$ cat src/rtl/mult_div_unit.sv
// rtl/mult_div_unit.sv - multicycle signed 32-bit multiply/divide unit
// Radix-2 Booth multiply and restoring magnitude divide, 32 iterations each; HI/LO held until next result.
module mult_div_unit (
  input  logic        clock,
  input  logic        reset,
  input  logic        start_mult,
  input  logic        start_div,
  input  logic [31:0] op_a,
  input  logic [31:0] op_b,
  output logic [31:0] hi,
  output logic [31:0] lo,
  output logic        busy,
  output logic        done,
  output logic        div_zero
);

  typedef enum logic [1:0] {S_IDLE, S_MULT, S_DIV, S_DONE} state_t;

  state_t      state_q, state_d;
  logic [5:0]  cnt_q, cnt_d;
  logic [64:0] acc_q, acc_d;
  logic [31:0] b_q, b_d;
  logic [31:0] rem_q, rem_d, quot_q, quot_d;
  logic        sign_a_q, sign_a_d, sign_b_q, sign_b_d;
  logic        dz_q, dz_d;
  logic [31:0] hi_q, hi_d, lo_q, lo_d;

  logic [32:0] booth_sum;
  logic [64:0] booth_next;
  logic [32:0] rem_sh, trial;
  logic [31:0] rem_nx, quot_nx, rem_fin, quot_fin;

  // One Booth step: 33-bit add keeps the true sign before the arithmetic shift.
  always_comb begin
    booth_sum = {acc_q[64], acc_q[64:33]};
    case (acc_q[1:0])
      2'b01:   booth_sum = {acc_q[64], acc_q[64:33]} + {b_q[31], b_q};
      2'b10:   booth_sum = {acc_q[64], acc_q[64:33]} - {b_q[31], b_q};
      default: booth_sum = {acc_q[64], acc_q[64:33]};
    endcase
    booth_next = {booth_sum, acc_q[32:1]};
  end

  // One restoring-division step on magnitudes, plus final sign fix-up.
  always_comb begin
    rem_sh = {rem_q, quot_q[31]};
    trial  = rem_sh - {1'b0, b_q};
    if (trial[32]) begin
      rem_nx  = rem_sh[31:0];
      quot_nx = {quot_q[30:0], 1'b0};
    end else begin
      rem_nx  = trial[31:0];
      quot_nx = {quot_q[30:0], 1'b1};
    end
    quot_fin = (sign_a_q ^ sign_b_q) ? -quot_nx : quot_nx;
    rem_fin  = sign_a_q ? -rem_nx : rem_nx;
  end

  always_comb begin
    state_d  = state_q;
    cnt_d    = cnt_q;
    acc_d    = acc_q;
    b_d      = b_q;
    rem_d    = rem_q;
    quot_d   = quot_q;
    sign_a_d = sign_a_q;
    sign_b_d = sign_b_q;
    dz_d     = dz_q;
    hi_d     = hi_q;
    lo_d     = lo_q;
    case (state_q)
      S_IDLE: begin
        if (start_mult) begin
          acc_d   = {32'd0, op_a, 1'b0};
          b_d     = op_b;
          cnt_d   = 6'd0;
          dz_d    = 1'b0;
          state_d = S_MULT;
        end else if (start_div) begin
          sign_a_d = op_a[31];
          sign_b_d = op_b[31];
          rem_d    = 32'd0;
          quot_d   = op_a[31] ? -op_a : op_a;
          b_d      = op_b[31] ? -op_b : op_b;
          cnt_d    = 6'd0;
          dz_d     = (op_b == 32'd0);
          state_d  = (op_b == 32'd0) ? S_DONE : S_DIV;
        end
      end
      S_MULT: begin
        acc_d = booth_next;
        cnt_d = cnt_q + 6'd1;
        if (cnt_q == 6'd31) begin
          hi_d    = booth_next[64:33];
          lo_d    = booth_next[32:1];
          state_d = S_DONE;
        end
      end
      S_DIV: begin
        rem_d  = rem_nx;
        quot_d = quot_nx;
        cnt_d  = cnt_q + 6'd1;
        if (cnt_q == 6'd31) begin
          hi_d    = rem_fin;
          lo_d    = quot_fin;
          state_d = S_DONE;
        end
      end
      S_DONE:  state_d = S_IDLE;
      default: state_d = S_IDLE;
    endcase
  end

  always_ff @(posedge clock) begin
    if (reset) begin
      state_q  <= S_IDLE;
      cnt_q    <= 6'd0;
      acc_q    <= 65'd0;
      b_q      <= 32'd0;
      rem_q    <= 32'd0;
      quot_q   <= 32'd0;
      sign_a_q <= 1'b0;
      sign_b_q <= 1'b0;
      dz_q     <= 1'b0;
      hi_q     <= 32'd0;
      lo_q     <= 32'd0;
    end else begin
      state_q  <= state_d;
      cnt_q    <= cnt_d;
      acc_q    <= acc_d;
      b_q      <= b_d;
      rem_q    <= rem_d;
      quot_q   <= quot_d;
      sign_a_q <= sign_a_d;
      sign_b_q <= sign_b_d;
      dz_q     <= dz_d;
      hi_q     <= hi_d;
      lo_q     <= lo_d;
    end
  end

  assign hi       = hi_q;
  assign lo       = lo_q;
  assign busy     = (state_q != S_IDLE);
  assign done     = (state_q == S_DONE);
  assign div_zero = (state_q == S_DONE) && dz_q;

endmodule

$ cat config.mk
export PLATFORM = sky130hd
export DESIGN_NAME = mult_div_unit
export DESIGN_NICKNAME = d
export VERILOG_FILES = /design/src/rtl/mult_div_unit.sv
export SDC_FILE = /design/constraint.sdc
export NUM_CORES = 1
export LEC_CHECK = 0
export CORE_AREA = 2 2 209 149
export DETAILED_ROUTE_END_ITERATION = 6
export DIE_AREA = 0 0 211 151
export HOLD_SLACK_MARGIN = 0.15
export MAX_ROUTING_LAYER = met4
export PLACE_DENSITY = 0.93
export SLEW_MARGIN = 20
export SYNTH_ARGS = -nofsm -noshare
export SYNTH_HDL_FRONTEND = slang
export SYNTH_SLANG_ARGS = --single-unit
$ cat constraint.sdc
create_clock -name clock -period 9.75 [get_ports clock]
set_clock_uncertainty 0.05 [all_clocks]
set_input_delay 1.4625 -clock clock [delete_from_list [all_inputs] [get_ports clock]]
set_output_delay 1.4625 -clock clock [all_outputs]
set_load 0.03 [all_outputs]
==> impl_metrics.yaml <==
logic_synthesis:
  synth_top_area_share_pct: 26.7
  syn_inst: 2377
  synth_nets: 2522
  synth_cell_types: 83
  ys_warn_count: 0
  synth-edff-count: 0
  ys_seq_elements: 236
  synth_area_sq_um: 17700
  synth.area.top_cells: "dfxtp_1 27%, nor2_1 6.8%, a21oi_1 5.9%"
  synth_top_cell_by_area: "dfxtp_1"
  ys_seq_area_share_pct: 26.7
  syn_avg_cell_area_sq_um: 7.44
  synth-async-reset-ratio_pct: 0
  ys.flop_type: "dfxtp_1"
grt:
  grt_pass1_wl_mm: 102
  grt_use_total_pct: 42.4
  antenna_found_initial: 2
  grt_max_degree: 92
  overflow: 0
  grt_pass1_vias: 17539
power_and_ir_drop:
  ir_drop_mv: 0.153
  powerDensity_nw_per_um2: 258
  p_leak_nw: 7.34
cts:
  cts.path.max_buffers: 3
  clock_latency_ns: 0.56
  cts_buffers: 24
  clock-sinks: 236
  cts_setup_buffers: 0
  cts_tree: "built"
  h-tree-depth: 1
  postCtsHoldBufs: 0
  clk_pin_slew_ns: 0.07
  cts-resized-gates: 0
  cts_root_buf: "clkbuf_16"
critical_path:
  cpMaxStageDelayCell: "nor3_2"
  cp_max_fo: 35
  worst-path-buf-inv: 3
  slowest_delay_ns: 0.85
  crit_family: "compound AO/OA/AOI/OAI gates"
  end_kind: "register"
  path_class: "register to register"
  crit_chain: "ha_1 > inv_1 > fa_1 > a211oi_2 > o21ai_2 > o211ai_1 > a21boi_2 > nor3_2 > nor2_4 > inv_2 > nor2_1 > a21oi_1 > ha_1 > nand2_1 > a2111oi_0 > a2111oi_0 > a221oi_1 > buf_4 > and3_1 > a41o_1 > a21oi_1 > nor4_1"
  arrival_ns: 6.72
  cp.required_ns: 10.14
  worstSetupStartpointType: "register"
timing:
  hold_violations: 0
  rsz0062_at_grt: "false"
  finalSetupViolations: 0
  fin_crit_ns: 6.33
  layout_setup_ws_ns: 3.42
  fmax_mhz: 158
  maxSlewHeadroom_pct: 19.8
  slew_viol_final: 0
  setup-tns-final_ns: 0
  period_share_pct: 64.9
  worst_pin_slew_ns: 1.20
route:
  postRouteAntennaNets: 0
  wl_per_cell_um: 23.9
  drt_iter0_drc: 2614
  dr.pass1.iters: 7
  viasPerCell: 6.85
  drc: 2
  vias: 19319
  wl_mm: 67.3
layout:
  fin_util_pct: 67.3
  filler_cell_count: 2437
  drive_above_1_share_pct: 4.77
  final_net_count: 2560
  area_growth_pct: 13.4
floorplanning:
  dieArea_sq_um: 31900
  pin_count: 135
  num_rows: 53
  fp.dieW_um: 211
  core_sq_um: 29800
  start_util_pct: 59.4
  dieHeight_um: 151
placed_design:
  hpwlAfterDp_mm: 48.6
  place_ws_ns: 3.72
  place_congestion: 1.03
  port_buffers: 134
min_path:
  min_path_type: "register to register"
run_status:
  status: "finished, violations left"
  violations: "design-rule violations"
job:
  drv_cap: 0
-- sequential cells by signal, summed over array words and instances, names as in the netlist, 2 cells and up --
register  cells
b_q          32
quot_q       32
rem_q        32
state_q       2
cnt_q         6
hi           32
lo           32
acc_q        65
-- placed cells by master, fill, tap and decap left out, types with 11 or more instances in the layout --
cell and instances:
a211oi_1 102, a21o_1 28, a21oi_1 209, a221oi_1 11, a22oi_1 51, a31oi_1 27
and2_1 19, and3_1 22, buf_4 23, clkbuf_16 25, clkdlybuf4s50_1 133, dfxtp_1 236
ha_1 72, inv_1 76, mux2_2 13, mux2i_1 64, nand2_1 242, nand2b_1 23
nand3_1 28, nand4_1 16, nor2_1 319, nor2b_1 15, nor3_1 39, nor4_1 18
o211ai_1 23, o21a_1 11, o21ai_0 139, o22ai_1 12, o31ai_1 27, or3_1 23
or4_1 17, xnor2_1 104, xor2_1 73
-- kinds of logic after synthesis --
family,Yosys count,synth area share (%)
AOI/OAI and AO/OA,757,28.0
adders and majority gates,77,5.54
buffers and inverters,224,4.96
and+or+nand+nor,826,21.4
muxes,79,4.57
xor gates and xnor gates,178,8.82
DFF,236,26.7
-- metal layers --
layer	GRT usage, %	vias up	wire length, um
met5	-	-	0
li1	-	8707	-
met2	58.9	1279	27300
met4	15.7	0	2820
met3	11.0	197	8560
met1	58.6	9136	28600
-- worst min-delay path: cells and delay by family, from the launching register on --
family | cells | cell delay (ns)
flops | 1 | 0.31
simple gates | 1 | 0.05
compound gates | 1 | 0.05
-- path summary, 6_finish.rpt --
path | from | endpoint | slack, ns | depth (start not counted)
hold / removal | hi[7] | hi[7] | 0.40 | 2
setup / recovery | b_q[0] | hi[30] | 3.42 | 22
setup reg to reg | b_q[0] | hi[30] | 3.42 | 22
hold reg to reg | hi[7] | hi[7] | 0.40 | 2
-- cells in the mapped netlist (all sizes together) (11+ instances only) --
library cell and instances:
a221oi 11, nand2b 23, o31ai 27, ha 75
nand2 242, mux2i 65, nor2 323, o21a 11
mux2 14, nor3 42, o211ai 23, dfxtp 236
o22ai 12, nor2b 16, or4 18, or3 23
a211oi 103, a31oi 27, nand4 16, xor2 74
a22oi 52, buf 29, and2 20, a21o 28
nor4 18, clkbuf 117, o21ai 147, xnor2 104
and3 22, a21oi 211, inv 77, nand3 28
-- through the flow --
step,hold slack [ns],std cells,cell area (sq um),power [mW]
floorplan,0.377,2377,17700,3.21
global placement,0.396,2773,19200,3.92
detailed placement,0.399,2774,19200,3.99
CTS,0.407,2817,20000,5.04
global route,0.436,2819,20000,5.42
finish,0.404,2819,20000,5.17
-- cell type report --
type	instances	area [sq um]	share of cell area, %
antenna	2	5.00	0.0250
clock buffer	34	709	3.54
clock inverter	9	149	0.743
inverter	78	293	1.46
multi-input combinational	1917	12200	60.7
sequential	236	4720	23.6
tap	385	482	2.40
timing repair buffer	158	1520	7.59
-- power breakdown --
group	total, mW	switching [mW]	internal (mW)
clock	1.04	0.431	0.612
combinational	2.85	1.88	0.966
sequential	1.28	0.170	1.11
total	5.17	2.48	2.69
Note: power is estimated with default switching activity, not from simulation.
